`src/rtl/ahb_bus_arbiter.sv`:
```
// Round-robin AHB bus arbiter with burst and lock hold.
// The grant never moves mid fixed-length burst or during a locked sequence.
module ahb_bus_arbiter #(
  parameter int N_MASTERS      = 4,
  parameter int MW             = 2,
  parameter int DEFAULT_MASTER = 0
) (
  input  logic                 HCLK,
  input  logic                 HRESETn,
  input  logic [N_MASTERS-1:0] HBUSREQ,
  input  logic [N_MASTERS-1:0] HLOCK,
  input  logic [1:0]           HTRANS,
  input  logic [2:0]           HBURST,
  input  logic                 HREADY,
  output logic [N_MASTERS-1:0] HGRANT,
  output logic [MW-1:0]        HMASTER,
  output logic                 HMASTLOCK
);

  localparam logic [1:0] TR_IDLE   = 2'b00;
  localparam logic [1:0] TR_BUSY   = 2'b01;
  localparam logic [1:0] TR_NONSEQ = 2'b10;
  localparam logic [1:0] TR_SEQ    = 2'b11;

  localparam logic [MW-1:0]        DEF_IDX   = MW'(DEFAULT_MASTER);
  localparam logic [N_MASTERS-1:0] DEF_GRANT = N_MASTERS'(1) << DEFAULT_MASTER;

  logic [N_MASTERS-1:0] grant_q, grant_d;
  logic [MW-1:0]        master_q, master_d;
  logic                 mastlock_q, mastlock_d;
  logic [3:0]           cnt_q, cnt_d;
  logic [MW-1:0]        last_q, last_d;

  logic [MW-1:0]        g_idx;
  logic [MW-1:0]        sel;
  logic                 found;
  logic                 owner_lock;
  logic                 hold;

  // Remaining beats after a NONSEQ; INCR and SINGLE never hold the bus.
  function automatic logic [3:0] burst_beats_m1(input logic [2:0] hburst);
    case (hburst)
      3'b010, 3'b011: burst_beats_m1 = 4'd3;
      3'b100, 3'b101: burst_beats_m1 = 4'd7;
      3'b110, 3'b111: burst_beats_m1 = 4'd15;
      default:        burst_beats_m1 = 4'd0;
    endcase
  endfunction

  always_comb begin
    g_idx = DEF_IDX;
    for (int i = 0; i < N_MASTERS; i++) begin
      if (grant_q[i]) g_idx = MW'(i);
    end
  end

  always_comb begin
    found = 1'b0;
    sel   = DEF_IDX;
    for (int i = 1; i <= N_MASTERS; i++) begin
      logic [MW-1:0] idx;
      idx = MW'((int'(last_q) + i) % N_MASTERS);
      if (!found && HBUSREQ[idx]) begin
        found = 1'b1;
        sel   = idx;
      end
    end
  end

  always_comb begin
    cnt_d = cnt_q;
    if (HREADY) begin
      case (HTRANS)
        TR_NONSEQ: cnt_d = burst_beats_m1(HBURST);
        TR_SEQ:    cnt_d = (cnt_q != 4'd0) ? cnt_q - 4'd1 : 4'd0;
        TR_IDLE:   cnt_d = 4'd0;
        TR_BUSY:   cnt_d = cnt_q;
        default:   cnt_d = cnt_q;
      endcase
    end
  end

  assign owner_lock = HLOCK[g_idx] & HBUSREQ[g_idx];
  assign hold       = (cnt_d != 4'd0) || owner_lock;

  always_comb begin
    grant_d    = grant_q;
    last_d     = last_q;
    master_d   = master_q;
    mastlock_d = mastlock_q;
    if (HREADY) begin
      // Address-phase ownership follows the grant one completed transfer later.
      master_d   = g_idx;
      mastlock_d = owner_lock;
      if (!hold) begin
        if (found) begin
          grant_d = N_MASTERS'(1) << sel;
          last_d  = sel;
        end else begin
          grant_d = DEF_GRANT;
        end
      end
    end
  end

  always_ff @(posedge HCLK or negedge HRESETn) begin
    if (!HRESETn) begin
      grant_q    <= DEF_GRANT;
      master_q   <= DEF_IDX;
      mastlock_q <= 1'b0;
      cnt_q      <= 4'd0;
      last_q     <= DEF_IDX;
    end else begin
      grant_q    <= grant_d;
      master_q   <= master_d;
      mastlock_q <= mastlock_d;
      cnt_q      <= cnt_d;
      last_q     <= last_d;
    end
  end

  assign HGRANT    = grant_q;
  assign HMASTER   = master_q;
  assign HMASTLOCK = mastlock_q;

endmodule
```
`config.mk`:
```
export PLATFORM = sky130hd
export DESIGN_NAME = ahb_bus_arbiter
export DESIGN_NICKNAME = d
export VERILOG_FILES = /design/src/rtl/ahb_bus_arbiter.sv
export SDC_FILE = /design/constraint.sdc
export NUM_CORES = 1
export LEC_CHECK = 0
export ABC_AREA = 0
export CORE_MARGIN = 2
export CORE_UTILIZATION = 44
export CTS_BUF_LIST = sky130_fd_sc_hd__clkbuf_4
export DETAILED_ROUTE_END_ITERATION = 10
export GPL_TIMING_DRIVEN = 0
export PLACE_DENSITY = 0.77
export SETUP_SLACK_MARGIN = 0.4
export SYNTH_ARGS = -nofsm -noshare
export SYNTH_HDL_FRONTEND = slang
export SYNTH_SLANG_ARGS = --single-unit
export TNS_END_PERCENT = 10
```
`constraint.sdc`:
```
create_clock -name HCLK -period 2.27 [get_ports HCLK]
set_input_delay 0.3405 -clock HCLK [delete_from_list [all_inputs] [get_ports HCLK]]
set_output_delay 0.3405 -clock HCLK [all_outputs]
set_load 0.05 [all_outputs]
```
==> results of run 1 <==
## critical path: cells and delay by family, from the launching register on
kind,cells,cell delay (ps)
simple gates,3,880
mux,2,640
flops,1,400
compound gates,1,330
buf+inv,1,150
## how the worst min path moves through the flow
stage / slack [ps] / startpoint / cells past startpoint / endpoint
4_1_cts: 450 / HRESETn / 1 / HMASTER[0]
5_1_grt: 470 / HRESETn / 1 / HMASTLOCK
2_1_floorplan: 40 / HRESETn / 0 / HGRANT[1]
3_3_place_gp: 450 / HGRANT[0] / 2 / HGRANT[0]
6_report: 440 / HRESETn / 1 / HMASTLOCK
3_5_place_dp: 460 / HGRANT[0] / 2 / HGRANT[0]
## placed cells by master (no fill, tap or decap), drive strengths merged
master	instances
inv	10
dlygate4sd2	4
mux2i	2
nand3	2
o311ai	1
nand2b	4
o31ai	1
a211o	1
a221o	2
nor4b	1
buf	12
ha	2
dfrtp	12
o2111ai	1
o41ai	2
clkbuf	5
a21oi	3
clkdlybuf4s50	17
a2111oi	1
o211a	1
nor4	1
a31oi	3
nor2	8
nor3	3
mux2	2
nor3b	2
nand2	13
nor2b	2
o21ai	6
or4b	1
a21boi	1
dfstp	1
o211ai	1
a41oi	1
## registers in the layout, indices dropped and copies added (netlist names)
register	count
HMASTER	2
HGRANT	4
cnt_q	4
HMASTLOCK	1
last_q	2
## logic make-up after synthesis
group | count (synthesis) | synth area share, %
and+or+nand+nor | 37 | 23.7
AOI/OAI and AO/OA | 25 | 22.4
DFF | 13 | 39.4
buffers and inverters | 12 | 6.34
muxes | 4 | 5.14
adders and majority gates | 2 | 3.02
## power by group through the flow
stage | combinational, mW | clock, mW | sequential [mW]
after floorplan | 0.293 | 0 | 0.583
after global placement | 0.657 | 0 | 0.414
after detailed placement | 0.663 | 0 | 0.418
after CTS | 0.755 | 0.159 | 0.407
after global routing | 0.857 | 0.169 | 0.428
final | 0.791 | 0.157 | 0.417
## routing by layer
| layer | routed length (um) | GRT usage (%) |
|---|---|---|
| met4 | 10 | 8.89 |
| met3 | 126 | 3.85 |
| met1 | 882 | 27.8 |
| met5 | 0 | 0 |
| met2 | 1100 | 35.7 |
## final cells by class
type	count	area (um2)	share of cell area (%)
timing repair buffer	32	292	23.5
sequential	13	330	26.6
clock buffer	4	30.0	2.42
inverter	10	37.5	3.02
multi-input combinational	68	505	40.7
tap	25	31.3	2.52
buffer	2	16.3	1.31
## metrics by stage
stage          util (%)  hold WS [ps]  area, um2  cells  setup TNS, ps
3_3_place_gp       61.7           455       1080    139          -2700
2_1_floorplan         -          44.9        836     93           -301
4_1_cts            69.3           454       1210    153           -697
3_5_place_dp       61.7           459       1080    139          -2530
6_report           71.2           438       1240    154          -1160
5_1_grt            71.2           475       1240    154          -1550
## repair_timing
action                     in CTS  in global routing
gates resized for setup        14                  5
pin swaps                       5                  4
buffers inserted               10                  1
setup endpoints to repair       8                  6
==> flow_summary.toml, run 1 <==
[sta]
skew_ps = 0.686
fin_crit_sh_pct = 111
report.final.slew_viol_count = 0
slew_headroom_pct = 47.4
grt_setup_unrepaired = "true"
clock.fmax_mhz = 398
period_needed_ps = 2510
hold_viol_final = 0
setup_violations = 6
tightest_slew_ps = 782
layout_setup_ws_ps = -242

[worst_setup_path]
cp_max_fo = 4
startpoint_type = "register"
slowest_stage = "or4b_4"
crit_top_cell = "mux2_4"
r2r-end = "last_q[1]"
cp_cell_sequence = "nor3_1 -> mux2_4 -> a221o_1 -> or4b_4 -> buf_6 -> nor2_4 -> mux2_4"
timing.reg2reg.setup_slack_ps = -240
max_stage_delay_ps = 520
crit-reg2reg-launch = "cnt_q[2]"
crit_required_ps = 2430
crit_end = "last_q[1]"
startpoint = "cnt_q[2]"
rr_worst_depth = 7
critPathCaptureType = "register"
critical_path_class = "reg2reg"
cp.arrival_ps = 2670

[placement]
port_buffers = 21
hpwl_um = 1390
dp_slack_ps = -614
gp_congestion = 0.904

[power]
clkPwrFrac_pct = 11.5
finalPower_mw = 1.36
seqPwrFrac_pct = 30.5
sw_frac_of_total_pct = 45.0
comb_power_share_pct = 57.9
powerDensity_nw_per_um2 = 1100
power_switching_uw = 614
intPower_uw = 751
peakVddDrop_uv = 718
power_leakage_nw = 0.560

[job]
maxCapViolCount = 0

[synth]
yosysSeqAreaShare_pct = 39.4
ys_seq_elements = 13
async_reset_ff_share_pct = 100
syn_avg_cell_area_um2 = 8.91
synth.most_common_cell = "nand2_1"
synthDistinctLibCells = 37
synth_edf_count = 0
synthFlopType = "dfrtp_1"
syn-instance-count = 93
yosys-top-cells-area = "dfrtp_1 (36%), nand2_1 (5.9%), inv_1 (4.5%)"
syn_nets = 111
ys_warn_count = 0
yosysTopAreaCellShare_pct = 36.3
synth.largest_area_cell = "dfrtp_1"
syn_area_um2 = 828
yosys-top-cells-count = "nand2_1 (13), dfrtp_1 (12), inv_1 (10), nor2_1 (7)"

[cells_and_area]
drive_above_1_share_pct = 27.1
fillers = 150
fin_nets = 148
area_growth_pct = 50.0
diodes = 0

[clocking]
htree_levels = 1
clkSinkCount = 13
cts_buffers = 3
worstSkewPairLatency_ps = 270
ctsHoldBuffers = 0
clk_pin_slew_ps = 80
cts_tree = "done"
cts_buffer_depth = 2
root_buffer = "clkbuf_4"

[floorplanning]
core_um2 = 1750
die_area_um2 = 2250
initial_core_util_pct = 47.5
die_x_um = 47.4
fp-row-count = 15
dieHeight_um = 47.4
pin_count = 23

[grt]
grt_pass1_vias = 814
grt_pass1_wl_um = 3440
grt_usage_pct = 21.7
grt_antenna_before_repair = 0
grt_max_degree = 14
grt-ovfl-total = 0

[drt]
routed_wl_um = 2120
drt.antenna.violating_nets = 0
wl_per_cell_um = 13.8
via_per_inst = 5.46
drc = 0
dr.pass1.iters = 4
drtIter0Drc = 12
num_vias = 841

[run_status]
violations = "setup timing"
status = "complete, but fails checks"

[worst_hold_path]
hp-class = "in2async"
No activity file was read; power rests on OpenSTA's default activity.
==> run 2, diff against run 1 <==
--- a/config.mk
+++ b/config.mk
@@ -7,11 +7,11 @@
 export LEC_CHECK = 0
 export ABC_AREA = 0
 export CORE_MARGIN = 2
-export CORE_UTILIZATION = 44
+export CORE_UTILIZATION = 49
 export CTS_BUF_LIST = sky130_fd_sc_hd__clkbuf_4
 export DETAILED_ROUTE_END_ITERATION = 10
 export GPL_TIMING_DRIVEN = 0
-export PLACE_DENSITY = 0.77
+export PLACE_DENSITY = 0.81
 export SETUP_SLACK_MARGIN = 0.4
 export SYNTH_ARGS = -nofsm -noshare
 export SYNTH_HDL_FRONTEND = slang
==> constraint.sdc (replaced) <==
create_clock -name HCLK -period 2.4 [get_ports HCLK]
set_input_delay 0.36 -clock HCLK [delete_from_list [all_inputs] [get_ports HCLK]]
set_output_delay 0.36 -clock HCLK [all_outputs]
set_load 0.05 [all_outputs]
==> run 2 against run 1 <==
Compared with the run above:
- the run still ends with setup timing left
- total power is 2.5% lower
- highest routed layer unchanged
- largest cell class unchanged
- register-to-register slack improved by 150 ps
- sequential power fell by 5.8%
- core utilization grew 10 points
==> flow_summary.toml, run 2 (synthesis results as in run 1) <==
[grt]
grt_max_degree = 14
grt-ovfl-total = 0
grt_usage_pct = 24.5
grt_pass1_vias = 797
grt_antenna_before_repair = 0
grt_pass1_wl_um = 3580

[sta]
setup_violations = 1
report.final.slew_viol_count = 0
layout_setup_ws_ps = -89.8
hold_viol_final = 0
slew_headroom_pct = 46.8
clock.fmax_mhz = 402
finalSetupTns_ps = -89.8
fin_crit_sh_pct = 104
skew_ps = 9.09
grt_setup_unrepaired = "true"
period_needed_ps = 2490
whs_ps = 449
tightest_slew_ps = 790

[worst_setup_path]
crit_top_cell = "mux2_4"
critical_path_class = "reg2reg"
cp_max_fo = 4
path_buf_inv = 2
cp.arrival_ps = 2650
crit_required_ps = 2560
path_delay_family = "simple AND/OR/NAND/NOR gates"
max_stage_delay_ps = 490
slowest_stage = "or4b_4"
cp_cell_sequence = "inv_2 -> ha_4 -> nor3b_1 -> mux2_4 -> a221o_1 -> or4b_4 -> buf_6 -> nor2_4 -> mux2_4"
critPathCaptureType = "register"
startpoint_type = "register"

[power]
sw_frac_of_total_pct = 44.8
intPower_uw = 735
powerDensity_nw_per_um2 = 1060
peakVddDrop_uv = 791
seqPwrFrac_pct = 29.5
comb_power_share_pct = 59.7
clkPwrFrac_pct = 10.8
power_leakage_nw = 0.577
finalPower_mw = 1.33
power_switching_uw = 596

[clocking]
root_buffer = "clkbuf_4"
clkSinkCount = 13
cts_buffers = 3
worstSkewPairLatency_ps = 270
cts_buffer_depth = 2
clk_pin_slew_ps = 80
htree_levels = 1
cts_tree = "done"

[cells_and_area]
final_common_cell = "clkdlybuf4s50_1"
drive_above_1_share_pct = 28.9
seqCellArea_um2 = 330
fin_nets = 147
area_growth_pct = 51.8
diodes = 0
final_cell_mix = "clkdlybuf4s50_1 (17), nand2_1 (10), dfrtp_1 (9), buf_4 (9), inv_1 (8)"
design_area_um2 = 1260
fillers = 86
instances_no_fill = 144
multiInputGateArea_um2 = 532

[floorplanning]
dieHeight_um = 45.1
core_um2 = 1540
die_x_um = 45.1
fp-row-count = 14
initial_core_util_pct = 53.7
pin_count = 23
die_area_um2 = 2040

[run_status]
violations = "setup timing"
status = "complete, but fails checks"

[drt]
drc = 0
wl_per_cell_um = 15.4
num_vias = 849
routed_wl_um = 2220
via_per_inst = 5.90
drtIter0Drc = 24
drt.antenna.violating_nets = 0
dr.pass1.iters = 4

[placement]
place_inst = 130
dpl_cell_area_um2 = 1070
gp_congestion = 0.882
port_buffers = 21
hpwl_um = 1400

[worst_hold_path]
hp-class = "in2async"

[job]
maxCapViolCount = 0
[run 2: repair_timing]
action,CTS,global route
pin swaps,4,1
setup endpoints to repair,6,8
hold buffers,0,0
resized for setup,16,10
buffers inserted,8,2
[run 2: stage by stage]
step / util (%) / worst slack [ps]
3_5_place_dp: 69.2 / -603
4_1_cts: 78.8 / -46.9
2_1_floorplan: - / -62.8
6_report: 81.6 / -89.8
5_1_grt: 81.6 / -165
3_3_place_gp: 69.2 / -589
[run 2: area by class of cell]
class,count,share of cell area [%]
clock buffers,4,2.39
inverters,10,2.99
well taps,16,1.59
repair buffers,31,23.2
flip-flops and latches,13,26.3
plain buffers,2,1.29
multi-input cells,68,42.3
[run 2: metal layers]
metal | vias up | routed length (um) | part of all wire (%) | GRT usage (%)
met5 | - | 0 | 0 | 0
met4 | 0 | 17 | 0.77 | 8.82
met3 | 2 | 122 | 5.5 | 4.00
met2 | 30 | 1140 | 52 | 42.0
met1 | 409 | 933 | 42 | 30.9
li1 | 408 | - | - | -
[run 2: power by group through the flow]
stage               Sequential [mW]  Clock [mW]  Combinational (mW)
floorplan                     0.552           0               0.277
detailed placement            0.394           0               0.630
CTS                           0.384       0.148               0.749
finish                        0.393       0.144               0.794
global route                  0.402       0.158               0.851
global placement              0.390           0               0.621
[run 2: worst paths after layout]
kind | depth (start not counted) | endpoint | startpoint | slack (ps)
setup / recovery | 9 | last_q[1] | cnt_q[1] | -90
hold reg to reg | 2 | HGRANT[0] | HGRANT[0] | 460
max in group asynchronous | 1 | HGRANT[2] | HRESETn | 1530
min in group HCLK | 2 | HGRANT[0] | HGRANT[0] | 460
hold / removal | 1 | HMASTLOCK | HRESETn | 450
setup reg to reg | 9 | last_q[1] | cnt_q[1] | -90
